`config.mk`:
```
export PLATFORM = sky130hd
export DESIGN_NAME = nn_layer_engine
export DESIGN_NICKNAME = d
export VERILOG_FILES = /design/src/rtl/nn_layer_engine.sv
export SDC_FILE = /design/constraint.sdc
export NUM_CORES = 2
export LEC_CHECK = 0
export CAP_MARGIN = 20
export CORE_ASPECT_RATIO = 2
export CORE_MARGIN = 2
export CORE_UTILIZATION = 40
export CTS_BUF_LIST = sky130_fd_sc_hd__clkbuf_16
export DETAILED_ROUTE_END_ITERATION = 10
export PLACE_DENSITY_LB_ADDON = 0.05
export SLEW_MARGIN = 20
export SYNTH_ARGS = -nofsm -noshare
export SYNTH_HDL_FRONTEND = slang
export SYNTH_SLANG_ARGS = --single-unit
```
`constraint.sdc`:
```
create_clock -name clk -period 9.3 [get_ports clk]
set_clock_uncertainty 0.2 [all_clocks]
set_input_delay 0.93 -clock clk [delete_from_list [all_inputs] [get_ports clk]]
set_output_delay 0.93 -clock clk [all_outputs]
set_load 0.05 [all_outputs]
```
`src/rtl/nn_layer_engine.sv`:
```
// rtl/nn_layer_engine.sv - LANES-wide dense-layer MAC engine: buffers one input vector, streams neuron results.
// Optional feature: define NN_RELU_EN to clamp negative results to zero on the output stream.
module nn_layer_engine #(
  parameter int DATA_WIDTH = 8,
  parameter int ACC_WIDTH  = 32,
  parameter int LANES      = 4,
  parameter int MAX_LEN    = 256,
  parameter int LEN_W      = 16
) (
  input  logic                        clk,
  input  logic                        rst,
  input  logic                        start,
  input  logic [LEN_W-1:0]            vector_len,
  input  logic [LEN_W-1:0]            neuron_count,
  output logic                        busy,
  output logic                        done,
  output logic                        cfg_err,
  input  logic                        in_valid,
  input  logic [DATA_WIDTH-1:0]       in_data,
  output logic                        in_ready,
  input  logic                        wt_valid,
  input  logic [LANES*DATA_WIDTH-1:0] wt_data,
  output logic                        wt_ready,
  output logic                        out_valid,
  output logic [ACC_WIDTH-1:0]        out_data,
  output logic                        out_last,
  input  logic                        out_ready
);
  localparam int ADDR_W = (MAX_LEN > 1) ? $clog2(MAX_LEN) : 1;
  localparam int LANE_W = (LANES > 1) ? $clog2(LANES) : 1;

  typedef enum logic [1:0] {IDLE, LOAD, COMPUTE, DRAIN} state_t;
  state_t state, state_next;

  logic [LEN_W-1:0]              vlen, idx, remaining, nv;
  logic [LANE_W-1:0]             lane;
  logic signed [DATA_WIDTH-1:0]  vbuf [MAX_LEN];
  logic signed [DATA_WIDTH-1:0]  buf_rd;
  logic signed [ACC_WIDTH-1:0]   acc [LANES];
  logic signed [ACC_WIDTH-1:0]   acc_sel;
  logic signed [2*DATA_WIDTH-1:0] prod [LANES];
  logic cfg_bad, in_hs, wt_hs, out_hs, idx_last, lane_last, more_groups;

  assign cfg_bad     = (vector_len == '0) || (neuron_count == '0) || (vector_len > LEN_W'(MAX_LEN));
  assign in_hs       = in_valid && in_ready;
  assign wt_hs       = wt_valid && wt_ready;
  assign out_hs      = out_valid && out_ready;
  assign idx_last    = (idx == vlen - LEN_W'(1));
  // remaining counts neurons not yet drained, including the current group
  assign nv          = (remaining < LEN_W'(LANES)) ? remaining : LEN_W'(LANES);
  assign lane_last   = (LEN_W'(lane) == nv - LEN_W'(1));
  assign more_groups = (remaining > LEN_W'(LANES));
  assign buf_rd      = vbuf[idx[ADDR_W-1:0]];
  assign acc_sel     = acc[lane];

  always_comb begin
    for (int l = 0; l < LANES; l++) begin
      prod[l] = (2*DATA_WIDTH)'(buf_rd) *
                (2*DATA_WIDTH)'($signed(wt_data[l*DATA_WIDTH +: DATA_WIDTH]));
    end
  end

  always_ff @(posedge clk) begin
    if (rst) state <= IDLE;
    else     state <= state_next;
  end

  always_comb begin
    state_next = state;
    busy       = (state != IDLE);
    in_ready   = (state == LOAD);
    wt_ready   = (state == COMPUTE);
    case (state)
      IDLE:    if (start && !cfg_bad) state_next = LOAD;
      LOAD:    if (in_hs && idx_last) state_next = COMPUTE;
      COMPUTE: if (wt_hs && idx_last) state_next = DRAIN;
      DRAIN:   if (out_hs && lane_last) state_next = more_groups ? COMPUTE : IDLE;
      default: state_next = IDLE;
    endcase
  end

  always_ff @(posedge clk) begin
    if (state == LOAD && in_hs) vbuf[idx[ADDR_W-1:0]] <= in_data;
  end

  always_ff @(posedge clk) begin
    if (rst) begin
      done      <= 1'b0;
      cfg_err   <= 1'b0;
      out_valid <= 1'b0;
      out_last  <= 1'b0;
      out_data  <= '0;
      vlen      <= '0;
      idx       <= '0;
      remaining <= '0;
      lane      <= '0;
      for (int l = 0; l < LANES; l++) acc[l] <= '0;
    end else begin
      done <= 1'b0;
      case (state)
        IDLE: begin
          idx <= '0;
          if (start) begin
            if (cfg_bad) begin
              cfg_err <= 1'b1;
              done    <= 1'b1;
            end else begin
              cfg_err   <= 1'b0;
              vlen      <= vector_len;
              remaining <= neuron_count;
            end
          end
        end
        LOAD: begin
          if (in_hs) begin
            idx <= idx_last ? '0 : idx + LEN_W'(1);
            if (idx_last) for (int l = 0; l < LANES; l++) acc[l] <= '0;
          end
        end
        COMPUTE: begin
          lane <= '0;
          if (wt_hs) begin
            idx <= idx_last ? '0 : idx + LEN_W'(1);
            for (int l = 0; l < LANES; l++) acc[l] <= acc[l] + ACC_WIDTH'(prod[l]);
          end
        end
        DRAIN: begin
          // one bubble cycle between beats keeps the output register simple
          if (!out_valid) begin
            out_valid <= 1'b1;
            out_last  <= lane_last && !more_groups;
`ifdef NN_RELU_EN
            out_data  <= acc_sel[ACC_WIDTH-1] ? '0 : acc_sel;
`else
            out_data  <= acc_sel;
`endif
          end else if (out_ready) begin
            out_valid <= 1'b0;
            out_last  <= 1'b0;
            if (lane_last) begin
              if (more_groups) begin
                remaining <= remaining - LEN_W'(LANES);
                for (int l = 0; l < LANES; l++) acc[l] <= '0;
              end else begin
                done <= 1'b1;
              end
            end else begin
              lane <= lane + 1'b1;
            end
          end
        end
        default: ;
      endcase
    end
  end
endmodule
```
==> impl_metrics.py <==
metrics = {
    "global_route": {
        "grt_antenna_before_repair": 11,
        "grt_first_pass_wirelength_um": 482700,
        "overflow": 0,
        "grt_max_degree": 149,
        "grtUsageTotal_pct": 24.11,
        "grt_pass1_vias": 67920,
    },
    "clock_tree": {
        "numCtsBuffers": 217,
        "cts_tree": "yes",
        "root_buffer": "clkbuf_16",
        "clock_path_buffers": 4,
        "cts_hold_buffers": 0,
        "clkSinkCount": 2272,
        "cts.reportedPaths.clkPinSlew_ns": 0.07,
        "worstSkewPairLatency_ns": 0.89,
        "htree_levels": 4,
    },
    "logic_synthesis": {
        "syn_area_mm2": 0.1101,
        "syn_avg_cell_area_um2": 16.91,
        "synth_edf_count": 2080,
        "synth_ff_type": "edfxtp_1",
        "yosys_warnings": 0,
        "yosysUniqueCellTypes": 77,
        "async_reset_ff_share_pct": 0,
        "synth_fp_nets": 7423,
        "synth_top_area_share_pct": 56.73,
        "ys_ff_latch": 2272,
        "netlist_top_cells_area": "edfxtp_1 57%, mux4_2 14%, fa_1 9.9%",
        "synth_top_cell_by_area": "edfxtp_1",
        "synthesis.instances": 6509,
        "yosysSeqAreaShare_pct": 60.22,
    },
    "power": {
        "leakage_uw": 0.04505,
        "worst_ir_drop_vdd_mv": 0.3694,
        "sw_frac_of_total_pct": 38.46,
        "clock_power_share_pct": 19.2,
        "p_switching_uw": 17690,
        "p_comb_share_pct": 56.4,
        "p_int_uw": 28310,
        "power_frac_seq_pct": 24.5,
        "power_density_mw_per_mm2": 354.5,
    },
    "drt": {
        "postRouteAntennaNets": 0,
        "viasPerCell": 5.483,
        "wirelength_um": 336000,
        "drtIter0Drc": 3484,
        "num_vias": 60490,
        "wl_per_cell_um": 30.45,
        "drtPass1Iterations": 6,
        "drc": 0,
    },
    "critical_path": {
        "startpoint_type": "flip-flop",
        "path_depth": 31,
        "end_kind": "flip-flop",
        "cp.arrival_ns": 9.96,
        "slowest_delay_ns": 0.67,
        "crit_family": "adder cells",
        "r2r_cells": 31,
        "cp.buffers_inverters": 10,
        "worstSetupPathType": "reg2reg",
        "cp_max_fo": 7,
        "cp_slowest_cell": "mux4_2",
        "worst_ep_required_time_ns": 9.87,
        "crit_path_frequent_cell": "buf_4",
    },
    "timing": {
        "finalCritPeriodShare_pct": 100.9,
        "drv_slew": 0,
        "finalSetupViolCount": 3,
        "worst_pin_slew_ns": 1.168,
        "hold_viol": 0,
        "max_freq_ghz": 0.1066,
        "setup_ws_ns": -0.08249,
        "relSlewSlack_pct": 21.80,
        "period_needed_ns": 9.382,
        "holdWs_ns": 0.2566,
        "finalSetupTns_ns": -0.09965,
        "rsz0062_at_grt": "yes",
    },
    "min_path": {
        "hold_path_depth": 2,
        "hold_path.class": "reg2reg",
    },
    "place": {
        "dp_hpwl_um": 241700,
        "place_congestion": 0.8900,
        "numPortBuffers": 116,
    },
    "run_status": {
        "outcome": "finished, violations left",
        "violations": "setup timing",
    },
    "final_layout": {
        "area_growth_pct": 17.84,
        "layout-drive-gt1-share_pct": 26.45,
        "nFillCells": 23690,
        "nets": 8199,
    },
    "floorplan": {
        "dieArea_mm2": 0.2797,
        "die_w_um": 375.0,
        "fp.dieH_um": 745.9,
        "io_pins": 117,
        "core_area_mm2": 0.2740,
        "fp-row-count": 272,
        "initial_core_util_pct": 40.19,
    },
    "run": {
        "cap_violations": 0,
    },
}
-- stage by stage --
stage / worst slack, ns / instance area (um2) / total power, uW / utilization (%) / cells
after floorplan: 0.1745 / 110100 / 24740 / - / 6509
after global placement: -1.487 / 120200 / 34100 / 43.86 / 10540
after detailed placement: -0.8274 / 120200 / 34230 / 43.87 / 10540
after CTS: -0.1674 / 128300 / 44490 / 46.85 / 10980
after global routing: -0.2334 / 129700 / 49020 / 47.35 / 11030
final: -0.08249 / 129700 / 46000 / 47.36 / 11030
-- cells in the mapped netlist (29+ instances only) --
cell type / n
nand2_1: 320
inv_1: 492
xor2_1: 51
mux4_2: 679
fa_1: 544
a21oi_1: 168
o21ai_0: 119
ha_1: 292
a21o_1: 41
edfxtp_1: 2080
buf_2: 81
nor3_1: 45
nor2_1: 439
and2_1: 157
mux2i_1: 39
nor2b_1: 47
buf_1: 29
nand3_1: 43
xnor2_1: 85
clkbuf_1: 155
dfxtp_1: 192
a211oi_1: 70
a22oi_1: 31
-- tightest hold or removal path: cells and delay by family, from the launching register on --
family / cells / cell delay, ns
DFF: 1 / 0.31
and+or+nand+nor: 1 / 0.05
AOI/OAI and AO/OA: 1 / 0.05
-- placed cells by master, fill, tap and decap left out, drive strengths merged, types with 31 or more instances in the layout --
master            n
clkbuf          223
a21oi           168
ha              292
clkdlybuf4s50   107
fa              544
edfxtp         2080
dfxtp           192
inv             536
nand2           320
mux4            679
xnor2            85
a211oi           71
nor2b            47
nor2            439
xor2             51
buf             742
a22oi            31
nand3            43
a21o             41
clkinv           94
mux2i            39
o21ai           125
and2            159
nor3             46
-- sequential cells by signal, indices dropped and copies added, names as in the netlist, named ones only --
name and cells:
out_last 1, out_data 32, cfg_err 1, vbuf 2048, out_valid 1, remaining 16, idx 16, vlen 16
state 2, acc 128, done 1, lane 2
-- cell families after synthesis --
logic type / after synthesis / share of synthesized area (%)
buffers and inverters: 796 / 2.980
muxes: 718 / 14.24
DFF: 2272 / 60.22
AOI/OAI and AO/OA: 575 / 3.345
and+or+nand+nor: 1176 / 4.915
xor gates and xnor gates: 136 / 1.082
adders and majority gates: 836 / 13.21
-- layout make-up --
| cell class | instances | area, um2 | area share, % |
|---|---|---|---|
| Sequential cell | 2272 | 66330 | 51.13 |
| Tap cell | 3562 | 4457 | 3.435 |
| Timing Repair Buffer | 857 | 8284 | 6.385 |
| Multi-Input combinational cell | 3441 | 41920 | 32.31 |
| Antenna cell | 15 | 37.54 | 0.02893 |
| Inverter | 496 | 1862 | 1.435 |
| Clock inverter | 171 | 1391 | 1.072 |
| Clock buffer | 218 | 5455 | 4.205 |
-- metal layers --
layer  vias to the layer above  share of wire (%)  GRT usage (%)
li1                      26170                  -              -
met1                     32570                 33          23.73
met2                      1172                 60          49.48
met3                       569                2.7          2.204
met4                         6                5.1          10.85
met5                         -              0.014              0
-- timing repair --
item	in CTS	in global routing
resized for setup	168	179
endpoints found under the setup margin	49	30
pin swaps	28	90
cloned	7	5
setup buffers	44	48
-- worst paths after layout --
path,start,end,slack (ns)
setup / recovery,flip-flop,acc[0][31]$_SDFFE_PP0P_,-0.08
hold / removal,out_data[13]$_SDFFE_PP0P_,out_data[13]$_SDFFE_PP0P_,0.26
setup reg to reg,flip-flop,acc[0][31]$_SDFFE_PP0P_,-0.08
hold reg to reg,out_data[13]$_SDFFE_PP0P_,out_data[13]$_SDFFE_PP0P_,0.26
-- power groups by stage --
stage / clock network, uW / registers (uW) / logic (uW)
3_3_place_gp: 0 / 11500 / 22600
2_1_floorplan: 0 / 11400 / 13300
3_5_place_dp: 0 / 11500 / 22800
6_report: 8830 / 11200 / 25900
5_1_grt: 9360 / 11300 / 28400
4_1_cts: 9050 / 11200 / 24200
Power figures use the tool's default switching activity.
